File: src/rtl/merge_arb_4.sv
// merge_arb_4 -- four-input packet merge with round-robin arbitration.
//
// Each source port owns a one-entry holding buffer. Full buffers compete for
// a single registered output stage. The search starts at the round-robin
// pointer, and the pointer advances to one past the last winner. Packets pass
// through unmodified, and out_src tags the port each packet came from.
//
// Ports:
//   clk                      single clock, rising edge
//   rst                      asynchronous active-low reset
//   A/B/C/D_data [WIDTH]     packet from source port 0/1/2/3
//   A/B/C/D_valid            source port presents a packet
//   A/B/C/D_ready            port buffer is empty and can capture this cycle
//   out_data [WIDTH]         merged packet
//   out_valid                out_data holds a packet
//   out_ready                downstream accepts out_data this cycle
//   out_src [2]              originating port of out_data (0=A .. 3=D)
//   pkt_count [16]           completed output handshakes, wrapping
module merge_arb_4 #(
  parameter int WIDTH = 34
) (
  input  logic             clk,
  input  logic             rst,
  input  logic [WIDTH-1:0] A_data,
  input  logic [WIDTH-1:0] B_data,
  input  logic [WIDTH-1:0] C_data,
  input  logic [WIDTH-1:0] D_data,
  input  logic             A_valid,
  input  logic             B_valid,
  input  logic             C_valid,
  input  logic             D_valid,
  output logic             A_ready,
  output logic             B_ready,
  output logic             C_ready,
  output logic             D_ready,
  output logic [WIDTH-1:0] out_data,
  output logic             out_valid,
  input  logic             out_ready,
  output logic [1:0]       out_src,
  output logic [15:0]      pkt_count
);

  logic [WIDTH-1:0] in_data [4];
  logic [3:0]       in_valid;
  logic [3:0]       in_ready;

  logic [WIDTH-1:0] buf_q [4];
  logic [WIDTH-1:0] buf_d [4];
  logic [3:0]       full_q, full_d;
  logic [WIDTH-1:0] out_data_q, out_data_d;
  logic             out_valid_q, out_valid_d;
  logic [1:0]       out_src_q, out_src_d;
  logic [1:0]       rr_q, rr_d;
  logic [15:0]      cnt_q, cnt_d;

  logic             load;
  logic             win_found;
  logic [1:0]       win_idx;
  logic [1:0]       idx;

  assign in_data[0] = A_data;
  assign in_data[1] = B_data;
  assign in_data[2] = C_data;
  assign in_data[3] = D_data;
  assign in_valid   = {D_valid, C_valid, B_valid, A_valid};

  // Gating with rst keeps every ready low for the whole time reset is held,
  // not only after the first clock edge.
  assign in_ready = {4{rst}} & ~full_q;
  assign A_ready  = in_ready[0];
  assign B_ready  = in_ready[1];
  assign C_ready  = in_ready[2];
  assign D_ready  = in_ready[3];

  assign out_data  = out_data_q;
  assign out_valid = out_valid_q;
  assign out_src   = out_src_q;
  assign pkt_count = cnt_q;

  // The output register can take a new packet when it is empty or when its
  // current packet leaves this cycle.
  assign load = ~out_valid_q | out_ready;

  // Scan the ports in the order rr_q, rr_q+1, rr_q+2, rr_q+3 (mod 4).
  // The first full buffer wins.
  always_comb begin
    win_found = 1'b0;
    win_idx   = rr_q;
    idx       = rr_q;
    for (int k = 0; k < 4; k++) begin
      idx = rr_q + 2'(k);
      if (!win_found && full_q[idx]) begin
        win_found = 1'b1;
        win_idx   = idx;
      end
    end
  end

  always_comb begin
    buf_d       = buf_q;
    full_d      = full_q;
    out_data_d  = out_data_q;
    out_valid_d = out_valid_q;
    out_src_d   = out_src_q;
    rr_d        = rr_q;
    cnt_d       = cnt_q;

    if (out_valid_q && out_ready) begin
      cnt_d = cnt_q + 16'd1;
    end

    if (load) begin
      if (win_found) begin
        out_data_d      = buf_q[win_idx];
        out_src_d       = win_idx;
        out_valid_d     = 1'b1;
        full_d[win_idx] = 1'b0;
        rr_d            = win_idx + 2'd1;
      end else begin
        out_valid_d = 1'b0;
      end
    end

    // A buffer granted this cycle had ready=0, so it cannot also capture.
    // Its ready rises in the following cycle.
    for (int p = 0; p < 4; p++) begin
      if (in_valid[p] && in_ready[p]) begin
        buf_d[p]  = in_data[p];
        full_d[p] = 1'b1;
      end
    end
  end

  always_ff @(posedge clk or negedge rst) begin
    if (!rst) begin
      for (int p = 0; p < 4; p++) begin
        buf_q[p] <= '0;
      end
      full_q      <= '0;
      out_data_q  <= '0;
      out_valid_q <= 1'b0;
      out_src_q   <= '0;
      rr_q        <= '0;
      cnt_q       <= '0;
    end else begin
      buf_q       <= buf_d;
      full_q      <= full_d;
      out_data_q  <= out_data_d;
      out_valid_q <= out_valid_d;
      out_src_q   <= out_src_d;
      rr_q        <= rr_d;
      cnt_q       <= cnt_d;
    end
  end

endmodule

File: config.mk
export PLATFORM = sky130hd
export DESIGN_NAME = merge_arb_4
export DESIGN_NICKNAME = d
export VERILOG_FILES = /design/src/rtl/merge_arb_4.sv
export SDC_FILE = /design/constraint.sdc
export NUM_CORES = 1
export LEC_CHECK = 0
export ABC_AREA = 0
export CAP_MARGIN = 15
export CORE_ASPECT_RATIO = 1.1
export CORE_UTILIZATION = 45
export CTS_CLUSTER_SIZE = 25
export DETAILED_ROUTE_END_ITERATION = 10
export PLACE_DENSITY = 0.73
export SLEW_MARGIN = 15
export SYNTH_ARGS = -nofsm -noshare
export SYNTH_HDL_FRONTEND = slang
export SYNTH_SLANG_ARGS = --single-unit
File: constraint.sdc
create_clock -name clk -period 2.3 [get_ports clk]
set_clock_uncertainty 0.05 [all_clocks]
set_input_delay 0.46 -clock clk [delete_from_list [all_inputs] [get_ports clk]]
set_output_delay 0.46 -clock clk [all_outputs]
set_load 0.01 [all_outputs]
==> insert_results.sql <==
INSERT INTO impl_metrics (metric_group, metric, value, unit) VALUES
('clock_network', 'cts.path.max_buffers', '2', ''),
('yosys', 'synth.yosys.seq_area_share', '57.1', '%'),
('power_and_ir_drop', 'sw_power', '0.00617', 'W'),
('timing', 'slew-limit-headroom', '44.9', '%'),
('worst_hold_path', 'worst_hold_path_type', 'in2async', ''),
('setup_path', 'setup.reg_to_reg.worst_slack', '0.14', 'ns'),
('floorplanning', 'design.portCount', '200', ''),
('timing', 'tightest_slew', '0.827', 'ns'),
('floorplanning', 'coreArea', '0.0185', 'mm2'),
('place', 'final_weighted_congestion_of_routability_driven_global_placement', '0.815', ''),
('route', 'route.met2.wl', '12300', 'um'),
('place', 'place_worst_setup_slack', '0.0527', 'ns'),
('floorplanning', 'dieHeight', '147', 'um'),
('setup_path', 'worst-r2r-cell-count', '6', ''),
('timing', 'finalWorstSetupSlack', '0.0611', 'ns'),
('timing', 'final-hold-violation-count', '0', ''),
('place', 'numPortBuffers', '199', ''),
('clock_network', 'cts_tree', 'done', ''),
('final_layout', 'antenna-diode-count', '0', ''),
('power_and_ir_drop', 'power.switching_fraction', '36.4', '%'),
('place', 'detailedPlacementHpwl', '17000', 'um'),
('timing', 'period_minus_slack', '2.24', 'ns'),
('yosys', 'synth_area_per_cell', '12.9', 'um2'),
('clock_network', 'insertion_delay', '0.43', 'ns'),
('clock_network', 'cts_hold_buf', '0', ''),
('setup_path', 'r2r_end', 'out_data[20]', ''),
('power_and_ir_drop', 'power_frac_comb', '45.2', '%'),
('power_and_ir_drop', 'cell_internal_pwr', '0.0108', 'W'),
('yosys', 'syn-instance-count', '663', ''),
('final_layout', 'leading_cell_type_in_the_layout_fill_and_taps_excluded', 'clkdlybuf4s50_1', ''),
('global_route', 'globalRouteTotalUtil', '25.3', '%'),
('timing', 'worst_hold_slack', '0.0501', 'ns'),
('route', 'routed_via_density', '5.78', ''),
('final_layout', 'fin_nets', '1016', ''),
('route', 'route.met3.wl', '1300', 'um'),
('place', 'placed_instance_count', '1096', ''),
('yosys', 'synth_nets', '807', ''),
('global_route', 'grt_antenna_before_repair', '0', ''),
('clock_network', 'cts_inserted_buffers', '17', ''),
('yosys', 'synthesis.yosys.warnings', '0', ''),
('final_layout', 'post_route_cells_drive_above_1_share', '27.5', '%'),
('timing', 'setup-tns-final', '0', 'ns'),
('route', 'dr.first_iter.drc_count', '351', ''),
('setup_path', 'rr_startpoint', 'full_q[0]', ''),
('timing', 'final-max-slew-violation-count', '0', ''),
('floorplanning', 'full_die_area', '0.0195', 'mm2'),
('route', 'wl_met1', '9650', 'um'),
('yosys', 'async_flop_share', '100', '%'),
('power_and_ir_drop', 'p_clk_share', '18.1', '%'),
('timing', 'setup_repair_after_global_routing_missed_its_margin', 'no', ''),
('yosys', 'synthesis.area', '0.00855', 'mm2'),
('global_route', 'grt_start_max_net_pins', '147', ''),
('yosys', 'synth_flop_cell', 'dfrtp_1', ''),
('setup_path', 'startpoint', 'full_q[2]', ''),
('floorplanning', 'rows', '52', ''),
('setup_path', 'crit_required', '1.79', 'ns'),
('route', 'drt_wl_total', '23900', 'um'),
('setup_path', 'arrival', '1.73', 'ns'),
('global_route', 'overflow', '0', ''),
('final_layout', 'most-common-layout-cells', 'clkdlybuf4s50_1 (197), dfrtp_1 (193), mux2_2 (137), o21ai_0 (39), nand3_1 (38)', ''),
('run_status', 'run_status', 'finished, final reports clean', ''),
('setup_path', 'critical_path.endpoint_type', 'primary output', ''),
('route', 'vias', '6520', ''),
('clock_network', 'clock_input_transition_at_the_sequential_cells_of_the_worst_setup_and_hold_paths', '0.07', 'ns'),
('global_route', 'wire_length_of_the_first_global_routing_pass', '37600', 'um'),
('power_and_ir_drop', 'static_leakage', '4.81', 'nW'),
('route', 'drc', '0', ''),
('route', 'maxUsedRoutingLayer', 'met4', ''),
('route', 'ant_nets', '0', ''),
('clock_network', 'ctsRootBufferMaster', 'clkbuf_16', ''),
('setup_path', 'criticalPathCategory', 'reg2out', '');
[per-layer routing]
metal	up-vias	track usage (%)
met5	-	0
met1	3305	31.0
li1	2885	-
met3	51	4.06
met2	279	43.6
met4	0	11.5
[through the flow]
stage          total power [W]  utilization (%)
6_report                0.0169             63.0
5_1_grt                 0.0179             63.0
4_1_cts                 0.0170             62.9
3_5_place_dp            0.0138             59.6
2_1_floorplan           0.0107                -
3_3_place_gp            0.0134             59.5
[flip-flops by register name (all words and copies together), names as in the netlist]
register	flops
out_src	2
rr_q	2
buf_q	136
out_valid	1
full_q	4
pkt_count	16
out_data	34
[layout make-up]
cell class              instances  area [um2]
clock inverters                14         173
multi-input cells             419        3490
inverters                       2        7.51
fillers                      1449        6830
repair buffers                237        2350
well taps                     243         304
clock buffers                  18         439
flip-flops and latches        195        4880
[timing repair]
action                                  CTS  global route
buffers inserted                          0             0
cloned                                    0             0
endpoints found under the setup margin    2            13
resized for setup                         3             5
[worst max-delay path, cell delays in order (launching register included)]
cell and delay, ns:
dfrtp_2 0.48, and2b_1 0.28, clkdlybuf4s50_1 0.55
[kinds of logic (layout without fill, tap and decap cells)]
| logic type | count (synthesis) | after routing | share of synthesized area [%] |
|---|---|---|---|
| DFF | 195 | 195 | 57.1 |
| AOI/OAI and AO/OA | 162 | 162 | 14.2 |
| muxes | 137 | 137 | 18.1 |
| and+or+nand+nor | 104 | 104 | 6.00 |
| buffers and inverters | 49 | 271 | 2.91 |
| xor gates and xnor gates | 15 | 15 | 1.54 |
| adders and majority gates | 1 | 1 | 0.146 |
[Yosys cell counts, drive strengths merged, types with 2 or more instances]
library cell / number / area, um2
clkbuf: 21 / 78.8
a22o: 2 / 17.5
nor2b: 8 / 50.1
o21ai: 40 / 200
buf: 26 / 163
xnor2: 10 / 87.6
a21oi: 36 / 180
dfrtp: 195 / 4880
nor2: 13 / 51.3
and2: 3 / 18.8
o2bb2ai: 2 / 36.3
a31oi: 2 / 12.5
nor3: 3 / 15.0
a22oi: 2 / 15.0
and3: 2 / 12.5
nand2: 25 / 93.8
o22a: 34 / 313
nand3: 38 / 190
o31ai: 2 / 20.0
nand2b: 3 / 18.8
mux2: 137 / 1540
a221o: 35 / 353
o21a: 2 / 15.0
inv: 2 / 7.51
nand4: 5 / 31.3
xor2: 5 / 43.8
[power groups by stage]
| stage | logic (W) | registers, W | clock network, W |
|---|---|---|---|
| 2_1_floorplan | 0.00465 | 0.00600 | 0 |
| 3_3_place_gp | 0.00722 | 0.00616 | 0 |
| 3_5_place_dp | 0.00757 | 0.00625 | 0 |
| 4_1_cts | 0.00764 | 0.00621 | 0.00310 |
| 5_1_grt | 0.00821 | 0.00642 | 0.00325 |
| 6_report | 0.00766 | 0.00622 | 0.00306 |
[worst max path at each step]
stage / end / slack (ns) / cells after the start
6_report: C_ready / 0.06 / 2
5_1_grt: C_ready / 0.02 / 2
4_1_cts: C_ready / 0.01 / 2
2_1_floorplan: full_q[1] / 0.41 / 7
3_3_place_gp: out_data[11] / 0.01 / 5
3_5_place_dp: out_data[20] / 0.05 / 6
(Power assumes the default switching activity.)
